[src/rtl/ddr_reset_initiator_if.sv]
// Handshake/status bundle between user control logic and the DDR reset initiator.
// Ports: req_i, axi_idle_i, ddr_init_done_i (towards initiator); ddr_rstn_o, axi_hold_o,
//        ready_o, busy_o, err_o, retry_cnt_o (from initiator). slave = initiator side.
interface ddr_reset_initiator_if;
  logic       req_i;
  logic       axi_idle_i;
  logic       ddr_init_done_i;
  logic       ddr_rstn_o;
  logic       axi_hold_o;
  logic       ready_o;
  logic       busy_o;
  logic       err_o;
  logic [3:0] retry_cnt_o;

  modport master (
    output req_i, axi_idle_i, ddr_init_done_i,
    input  ddr_rstn_o, axi_hold_o, ready_o, busy_o, err_o, retry_cnt_o
  );

  modport slave (
    input  req_i, axi_idle_i, ddr_init_done_i,
    output ddr_rstn_o, axi_hold_o, ready_o, busy_o, err_o, retry_cnt_o
  );
endinterface

[src/rtl/ddr_reset_initiator.sv]
// Purpose : on request, quiesce AXI masters, pulse the DDR sequencer's active-low reset,
//           then wait for its done status before reopening traffic.
// Latency : req_i -> axi_hold_o next edge; ddr_rstn_o low RST_PULSE_CYC cycles; done -> ready_o next edge.
// Backpressure: AXI held (axi_hold_o=1) from QUIESCE until done; req_i ignored outside RUN, never queued.
// Ports   : clk, ddr_rstn_i (async active-low), bus (ddr_reset_initiator_if.slave).
// Config  : define DDR_RST_WATCHDOG_EN for the done-watchdog with bounded retry and FAIL state;
//           without it err_o and retry_cnt_o are tied to 0 and WAIT_DONE waits indefinitely.
module ddr_reset_initiator #(
  parameter int FREQ           = 100,
  parameter int RST_PULSE_CYC  = 16,
  parameter int QUIESCE_TO_CYC = 1024,
  parameter int DONE_TO_MS     = 3,
  parameter int MAX_RETRY      = 3
) (
  input  logic                  clk,
  input  logic                  ddr_rstn_i,
  ddr_reset_initiator_if.slave  bus
);

  localparam int DONE_TO_CYC = DONE_TO_MS * FREQ * 1000;
  localparam int MAX_QP      = (QUIESCE_TO_CYC > RST_PULSE_CYC) ? QUIESCE_TO_CYC : RST_PULSE_CYC;
  localparam int CNT_MAX     = (DONE_TO_CYC > MAX_QP) ? DONE_TO_CYC : MAX_QP;
  localparam int CNT_W       = $clog2(CNT_MAX + 1);

  localparam logic [CNT_W-1:0] CNT_TOP    = CNT_W'(CNT_MAX);
  localparam logic [CNT_W-1:0] QUI_LAST   = CNT_W'(QUIESCE_TO_CYC - 1);
  localparam logic [CNT_W-1:0] PULSE_LAST = CNT_W'(RST_PULSE_CYC - 1);

`ifdef DDR_RST_WATCHDOG_EN
  localparam logic [CNT_W-1:0] DONE_LAST = CNT_W'(DONE_TO_CYC - 1);
  localparam logic [4:0]       RETRY_MAX = 5'(MAX_RETRY);

  typedef enum logic [2:0] {S_RUN, S_QUIESCE, S_ASSERT, S_WAIT_DONE, S_FAIL} state_t;
`else
  typedef enum logic [1:0] {S_RUN, S_QUIESCE, S_ASSERT, S_WAIT_DONE} state_t;
`endif

  state_t           state;
  logic [CNT_W-1:0] cnt;
  logic [CNT_W-1:0] cnt_inc;
  logic             rstn_q, hold_q, ready_q, busy_q;

  // Shared state counter; reloaded on every state entry, never wraps.
  assign cnt_inc = (cnt == CNT_TOP) ? cnt : cnt + 1'b1;

`ifdef DDR_RST_WATCHDOG_EN
  logic       err_q;
  logic [3:0] retry_q;
  logic [4:0] retry_nxt;

  // One bit wider so the retry limit compare cannot alias at MAX_RETRY=15.
  assign retry_nxt = {1'b0, retry_q} + 5'd1;
`endif

  always_ff @(posedge clk or negedge ddr_rstn_i) begin
    if (!ddr_rstn_i) begin
      // Power-up DDR init runs on its own: start in WAIT_DONE without pulsing.
      state   <= S_WAIT_DONE;
      cnt     <= '0;
      rstn_q  <= 1'b1;
      hold_q  <= 1'b1;
      ready_q <= 1'b0;
      busy_q  <= 1'b1;
`ifdef DDR_RST_WATCHDOG_EN
      err_q   <= 1'b0;
      retry_q <= '0;
`endif
    end else begin
      case (state)
        S_RUN: begin
          // External DDR reset takes priority over a user request.
          if (!bus.ddr_init_done_i) begin
            state   <= S_WAIT_DONE;
            cnt     <= '0;
            hold_q  <= 1'b1;
            ready_q <= 1'b0;
            busy_q  <= 1'b1;
          end else if (bus.req_i) begin
            state   <= S_QUIESCE;
            cnt     <= '0;
            hold_q  <= 1'b1;
            ready_q <= 1'b0;
            busy_q  <= 1'b1;
`ifdef DDR_RST_WATCHDOG_EN
            retry_q <= '0;
`endif
          end
        end
        S_QUIESCE: begin
          // Reset is forced after the quiesce timeout even if masters never go idle.
          if (bus.axi_idle_i || cnt == QUI_LAST) begin
            state  <= S_ASSERT;
            cnt    <= '0;
            rstn_q <= 1'b0;
          end else begin
            cnt <= cnt_inc;
          end
        end
        S_ASSERT: begin
          if (cnt == PULSE_LAST) begin
            state  <= S_WAIT_DONE;
            cnt    <= '0;
            rstn_q <= 1'b1;
          end else begin
            cnt <= cnt_inc;
          end
        end
        S_WAIT_DONE: begin
          if (bus.ddr_init_done_i) begin
            state   <= S_RUN;
            cnt     <= '0;
            hold_q  <= 1'b0;
            ready_q <= 1'b1;
            busy_q  <= 1'b0;
          end
`ifdef DDR_RST_WATCHDOG_EN
          else if (cnt == DONE_LAST) begin
            cnt     <= '0;
            retry_q <= retry_nxt[4] ? 4'hF : retry_nxt[3:0];
            if (retry_nxt > RETRY_MAX) begin
              state  <= S_FAIL;
              busy_q <= 1'b0;
              err_q  <= 1'b1;
            end else begin
              state  <= S_ASSERT;
              rstn_q <= 1'b0;
            end
          end else begin
            cnt <= cnt_inc;
          end
`endif
        end
`ifdef DDR_RST_WATCHDOG_EN
        S_FAIL: begin
          // Terminal: only ddr_rstn_i leaves this state.
          state <= S_FAIL;
        end
`endif
        default: begin
          state  <= S_WAIT_DONE;
          cnt    <= '0;
          rstn_q <= 1'b1;
          hold_q <= 1'b1;
          ready_q <= 1'b0;
          busy_q <= 1'b1;
        end
      endcase
    end
  end

  assign bus.ddr_rstn_o = rstn_q;
  assign bus.axi_hold_o = hold_q;
  assign bus.ready_o    = ready_q;
  assign bus.busy_o     = busy_q;

`ifdef DDR_RST_WATCHDOG_EN
  assign bus.err_o       = err_q;
  assign bus.retry_cnt_o = retry_q;
`else
  assign bus.err_o       = 1'b0;
  assign bus.retry_cnt_o = 4'd0;
`endif

endmodule

[src/flat_wrapper.sv]
// flat-port wrapper written by rule: the top's interface ports become plain ports
module ddr_reset_initiator_flat 
#(
  parameter int FREQ           = 100,
  parameter int RST_PULSE_CYC  = 16,
  parameter int QUIESCE_TO_CYC = 1024,
  parameter int DONE_TO_MS     = 3,
  parameter int MAX_RETRY      = 3
)
  (clk, ddr_rstn_i, bus_req_i, bus_axi_idle_i, bus_ddr_init_done_i, bus_ddr_rstn_o, bus_axi_hold_o, bus_ready_o, bus_busy_o, bus_err_o, bus_retry_cnt_o);
  ddr_reset_initiator_if bus_i ();
  input  logic clk;
  input  logic ddr_rstn_i;
  input wire logic [$bits(bus_i.req_i)-1:0] bus_req_i;
  input wire logic [$bits(bus_i.axi_idle_i)-1:0] bus_axi_idle_i;
  input wire logic [$bits(bus_i.ddr_init_done_i)-1:0] bus_ddr_init_done_i;
  output wire logic [$bits(bus_i.ddr_rstn_o)-1:0] bus_ddr_rstn_o;
  output wire logic [$bits(bus_i.axi_hold_o)-1:0] bus_axi_hold_o;
  output wire logic [$bits(bus_i.ready_o)-1:0] bus_ready_o;
  output wire logic [$bits(bus_i.busy_o)-1:0] bus_busy_o;
  output wire logic [$bits(bus_i.err_o)-1:0] bus_err_o;
  output wire logic [$bits(bus_i.retry_cnt_o)-1:0] bus_retry_cnt_o;
  assign bus_i.req_i = bus_req_i;
  assign bus_i.axi_idle_i = bus_axi_idle_i;
  assign bus_i.ddr_init_done_i = bus_ddr_init_done_i;
  assign bus_ddr_rstn_o = bus_i.ddr_rstn_o;
  assign bus_axi_hold_o = bus_i.axi_hold_o;
  assign bus_ready_o = bus_i.ready_o;
  assign bus_busy_o = bus_i.busy_o;
  assign bus_err_o = bus_i.err_o;
  assign bus_retry_cnt_o = bus_i.retry_cnt_o;
  ddr_reset_initiator #(.FREQ(FREQ), .RST_PULSE_CYC(RST_PULSE_CYC), .QUIESCE_TO_CYC(QUIESCE_TO_CYC), .DONE_TO_MS(DONE_TO_MS), .MAX_RETRY(MAX_RETRY)) u_core (.clk(clk), .ddr_rstn_i(ddr_rstn_i), .bus(bus_i));
endmodule
[config.mk]
export PLATFORM = sky130hd
export DESIGN_NAME = ddr_reset_initiator_flat
export DESIGN_NICKNAME = d
export VERILOG_FILES = /design/src/rtl/ddr_reset_initiator_if.sv /design/src/rtl/ddr_reset_initiator.sv /design/src/flat_wrapper.sv
export SDC_FILE = /design/constraint.sdc
export NUM_CORES = 1
export LEC_CHECK = 0
export BUFFER_PORTS_ARGS = -buffer_cell sky130_fd_sc_hd__buf_2
export CAP_MARGIN = 5
export CORE_UTILIZATION = 45
export CTS_CLUSTER_SIZE = 40
export DETAILED_ROUTE_END_ITERATION = 10
export HOLD_SLACK_MARGIN = 0.15
export SKIP_CTS_REPAIR_TIMING = 1
export SYNTH_ARGS = -nofsm -noshare
export SYNTH_HDL_FRONTEND = slang
export SYNTH_SLANG_ARGS = --single-unit
[constraint.sdc]
create_clock -name clk -period 3.4 [get_ports clk]
set_clock_uncertainty 0.2 [all_clocks]
set_input_delay 0.34 -clock clk [delete_from_list [all_inputs] [get_ports clk]]
set_output_delay 0.34 -clock clk [all_outputs]
set_load 0.02 [all_outputs]
==> run_results.csv <==
group,metric,value,unit
yosys,yosysTopAreaCell,"dfrtp_1",
place,dp_hpwl,2000,µm
global_route,grt_use_total,18.6,%
run,drv_cap,0,
drt,drtIter0Drc,44,
finish,syn_to_final_growth,7.91,%
sta,final-hold-violation-count,0,
finish,instances_no_fill,212,
worst_setup_path,required,3.41,ns
global_route,antenna_found_initial,0,
clocking,clk_latency,0.32,ns
finish,fill_cells,303,
yosys,synth_top_area_share,34.8,%
finish,multi_input_area,758,µm²
place,portBuffers,8,
yosys,synth_cell_types,35,
yosys,syn_area,1440,µm²
clocking,root_buffer,"clkbuf_4",
worst_setup_path,critPathCaptureType,"flop",
clocking,clkSlewWorstSetupHoldPaths,0.13,ns
yosys,synth_seq_area_share,42.1,%
yosys,synth.top_cells.by_area,"dfrtp_1, dfstp_2, xor2_1",
sta,slew_headroom,53.0,%
worst_setup_path,cp.arrival,2.59,ns
yosys,synth_common_cells,"dfrtp_1, nor2_1, nand2_1",
yosys,synth_warnings,0,
sta,setup_viol,0,
sta,fmax,387,MHz
yosys,synthFlopType,"dfrtp_1",
global_route,grt_pass1_vias,1025,
finish,n_antenna_cell,0,
die,rows,20,
die,die_area,3430,µm²
drt,routed_via_density,5.31,
power_and_ir_drop,ir_drop,0.000244,V
drt,drcViolationCount,0,
clocking,cts_buffer_depth,2,
clocking,cts_made_buffers,3,
global_route,grt_pass1_wl,4710,µm
power_and_ir_drop,clkPwrFrac,15.8,%
finish,post_route_cells_drive_above_1_share,13.1,%
worst_setup_path,cp_max_fo,10,
finish,seqCellArea,606,µm²
place,dp_cells,206,
power_and_ir_drop,power_frac_seq,40.1,%
power_and_ir_drop,p_int,0.000565,W
sta,tightest_slew,0.699,ns
sta,fin_crit_sh,76.0,%
yosys,synth_edf_count,0,
drt,drt.antenna.violating_nets,0,
die,dieHeight,58.5,µm
power_and_ir_drop,cellLeakagePower,0.710,nW
place,dpl_cell_area,1500,µm²
finish,num-nets-final,181,
finish,final_area,1550,µm²
sta,finalMaxSlewViolations,0,
drt,routedWlPerCell,13.1,µm
die,start_util,47.1,%
power_and_ir_drop,p_comb_share,44.0,%
clocking,numClockSinks,24,
run_status,status,"complete, no violations",
sta,tns,0,ns
sta,layout_min_cycle_time,2.58,ns
sta,rsz0062_at_grt,"no",
worst_setup_path,path_class,"reg2reg",
global_route,grt_max_degree,25,
min_path,hold_path_class,"reg2reg",
yosys,synth_cells,158,
drt,wl,2770,µm
yosys,syn_avg_cell_area,9.11,µm²
sta,holdWs,0.297,ns
global_route,overflow,0,
die,die_x,58.5,µm
yosys,synth-seq-cells,24,
worst_setup_path,critPathLaunchType,"flop",
place,gp_congestion,0.919,
die,pin_count,14,
die,coreArea,3050,µm²
power_and_ir_drop,p_per_area,613,nW/µm²
clocking,cts_max_level,1,
power_and_ir_drop,switchingPower,0.000387,W
yosys,async_flop_share,100,%
drt,route.vias.total,1126,
clocking,cts_tree,"built",
drt,drtPass1Iterations,4,
power_and_ir_drop,sw_frac_of_total,40.7,%
per-layer routing:
metal	vias to the layer above	global-route usage, %	wire (µm)
met5	-	0	0
met4	0	8.16	47
met3	4	2.64	81
met2	22	29.9	1300
met1	547	25.1	1340
li1	553	-	-
kinds of logic (layout without fill, tap and decap cells):
family                   count (synthesis)  after routing  synth area share, %
other                                    1              5                0.261
AND/OR/NAND/NOR                         74             74                 25.9
XOR/XNOR                                14             14                 8.52
buffers and inverters                   17             23                 6.26
multiplexers                             4              4                 2.96
AO/OA/AOI/OAI                           17             17                 7.91
adder cells (fa/ha/maj)                  7              7                 6.09
flip-flops                              24             24                 42.1
through the flow:
step / setup slack, ns / power (W) / utilization [%]
5_1_grt: 0.543 / 0.00104 / 50.9
3_3_place_gp: 0.868 / 0.000796 / 49.0
3_5_place_dp: 0.833 / 0.000811 / 49.0
4_1_cts: 0.805 / 0.000965 / 50.2
6_report: 0.817 / 0.000952 / 50.9
2_1_floorplan: 0.994 / 0.000728 / -
layout make-up:
type / count / share of cell area, %
clock buffer: 4 / 2.34
multi-input combinational: 121 / 48.8
timing repair buffer: 11 / 4.35
tap: 44 / 3.55
sequential: 24 / 39.0
inverter: 8 / 1.93
power groups by stage:
| stage | sequential, W | clock, W | combinational [W] |
|---|---|---|---|
| 3_5_place_dp | 0.000387 | 0 | 0.000424 |
| 4_1_cts | 0.000382 | 0.000158 | 0.000426 |
| 6_report | 0.000382 | 0.000151 | 0.000419 |
| 2_1_floorplan | 0.000402 | 0 | 0.000326 |
| 5_1_grt | 0.000389 | 0.000169 | 0.000481 |
| 3_3_place_gp | 0.000384 | 0 | 0.000412 |
final timing paths:
path	startpoint	to	slack (ns)	depth (start not counted)
worst max-delay path	u_core.state[0]	u_core.cnt[11]	0.82	9
worst min-delay path	u_core.bus.ready_o	u_core.bus.ready_o	0.30	2
worst max register to register	u_core.state[0]	u_core.cnt[11]	0.82	9
worst min register to register	u_core.bus.ready_o	u_core.bus.ready_o	0.30	2
max in group asynchronous	ddr_rstn_i	u_core.bus.ddr_rstn_o	2.31	2
min in group asynchronous	ddr_rstn_i	u_core.cnt[8]	0.33	2
state kept, by name, indices dropped and copies added, names as in the netlist:
name,count
u_core.bus.ready_o,1
u_core.state,2
u_core.cnt,19
u_core.bus.axi_hold_o,1
u_core.bus.ddr_rstn_o,1
worst max-delay path, cell delays in order, from the launching register on:
cell	delay, ns
dfstp_2	0.57
inv_1	0.08
ha_1	0.24
nand3b_1	0.11
o21ai_1	0.08
buf_4	0.18
nor3_1	0.58
nand3_1	0.19
xor2_1	0.17
nor2_1	0.06
cell usage in the layout, fill, tap and decap left out, types with 2 or more instances in the layout:
cell,Yosys,final
dlygate4sd3_1,0,2
nand3_1,6,6
mux2i_1,2,2
clkbuf_4,0,3
inv_1,8,8
conb_1,1,5
xnor2_1,3,3
nor3_1,6,6
xor2_1,11,11
a21oi_1,5,5
and3_1,5,5
and2_1,2,2
nand2_1,16,16
nor2_1,20,20
nand3b_1,2,2
o21ai_0,4,4
dfrtp_1,20,20
dfstp_2,4,4
buf_2,0,8
ha_1,7,7
mux2_2,2,2
nand4_1,9,9
or4_1,3,3
Note: power is estimated with default switching activity, not from simulation.
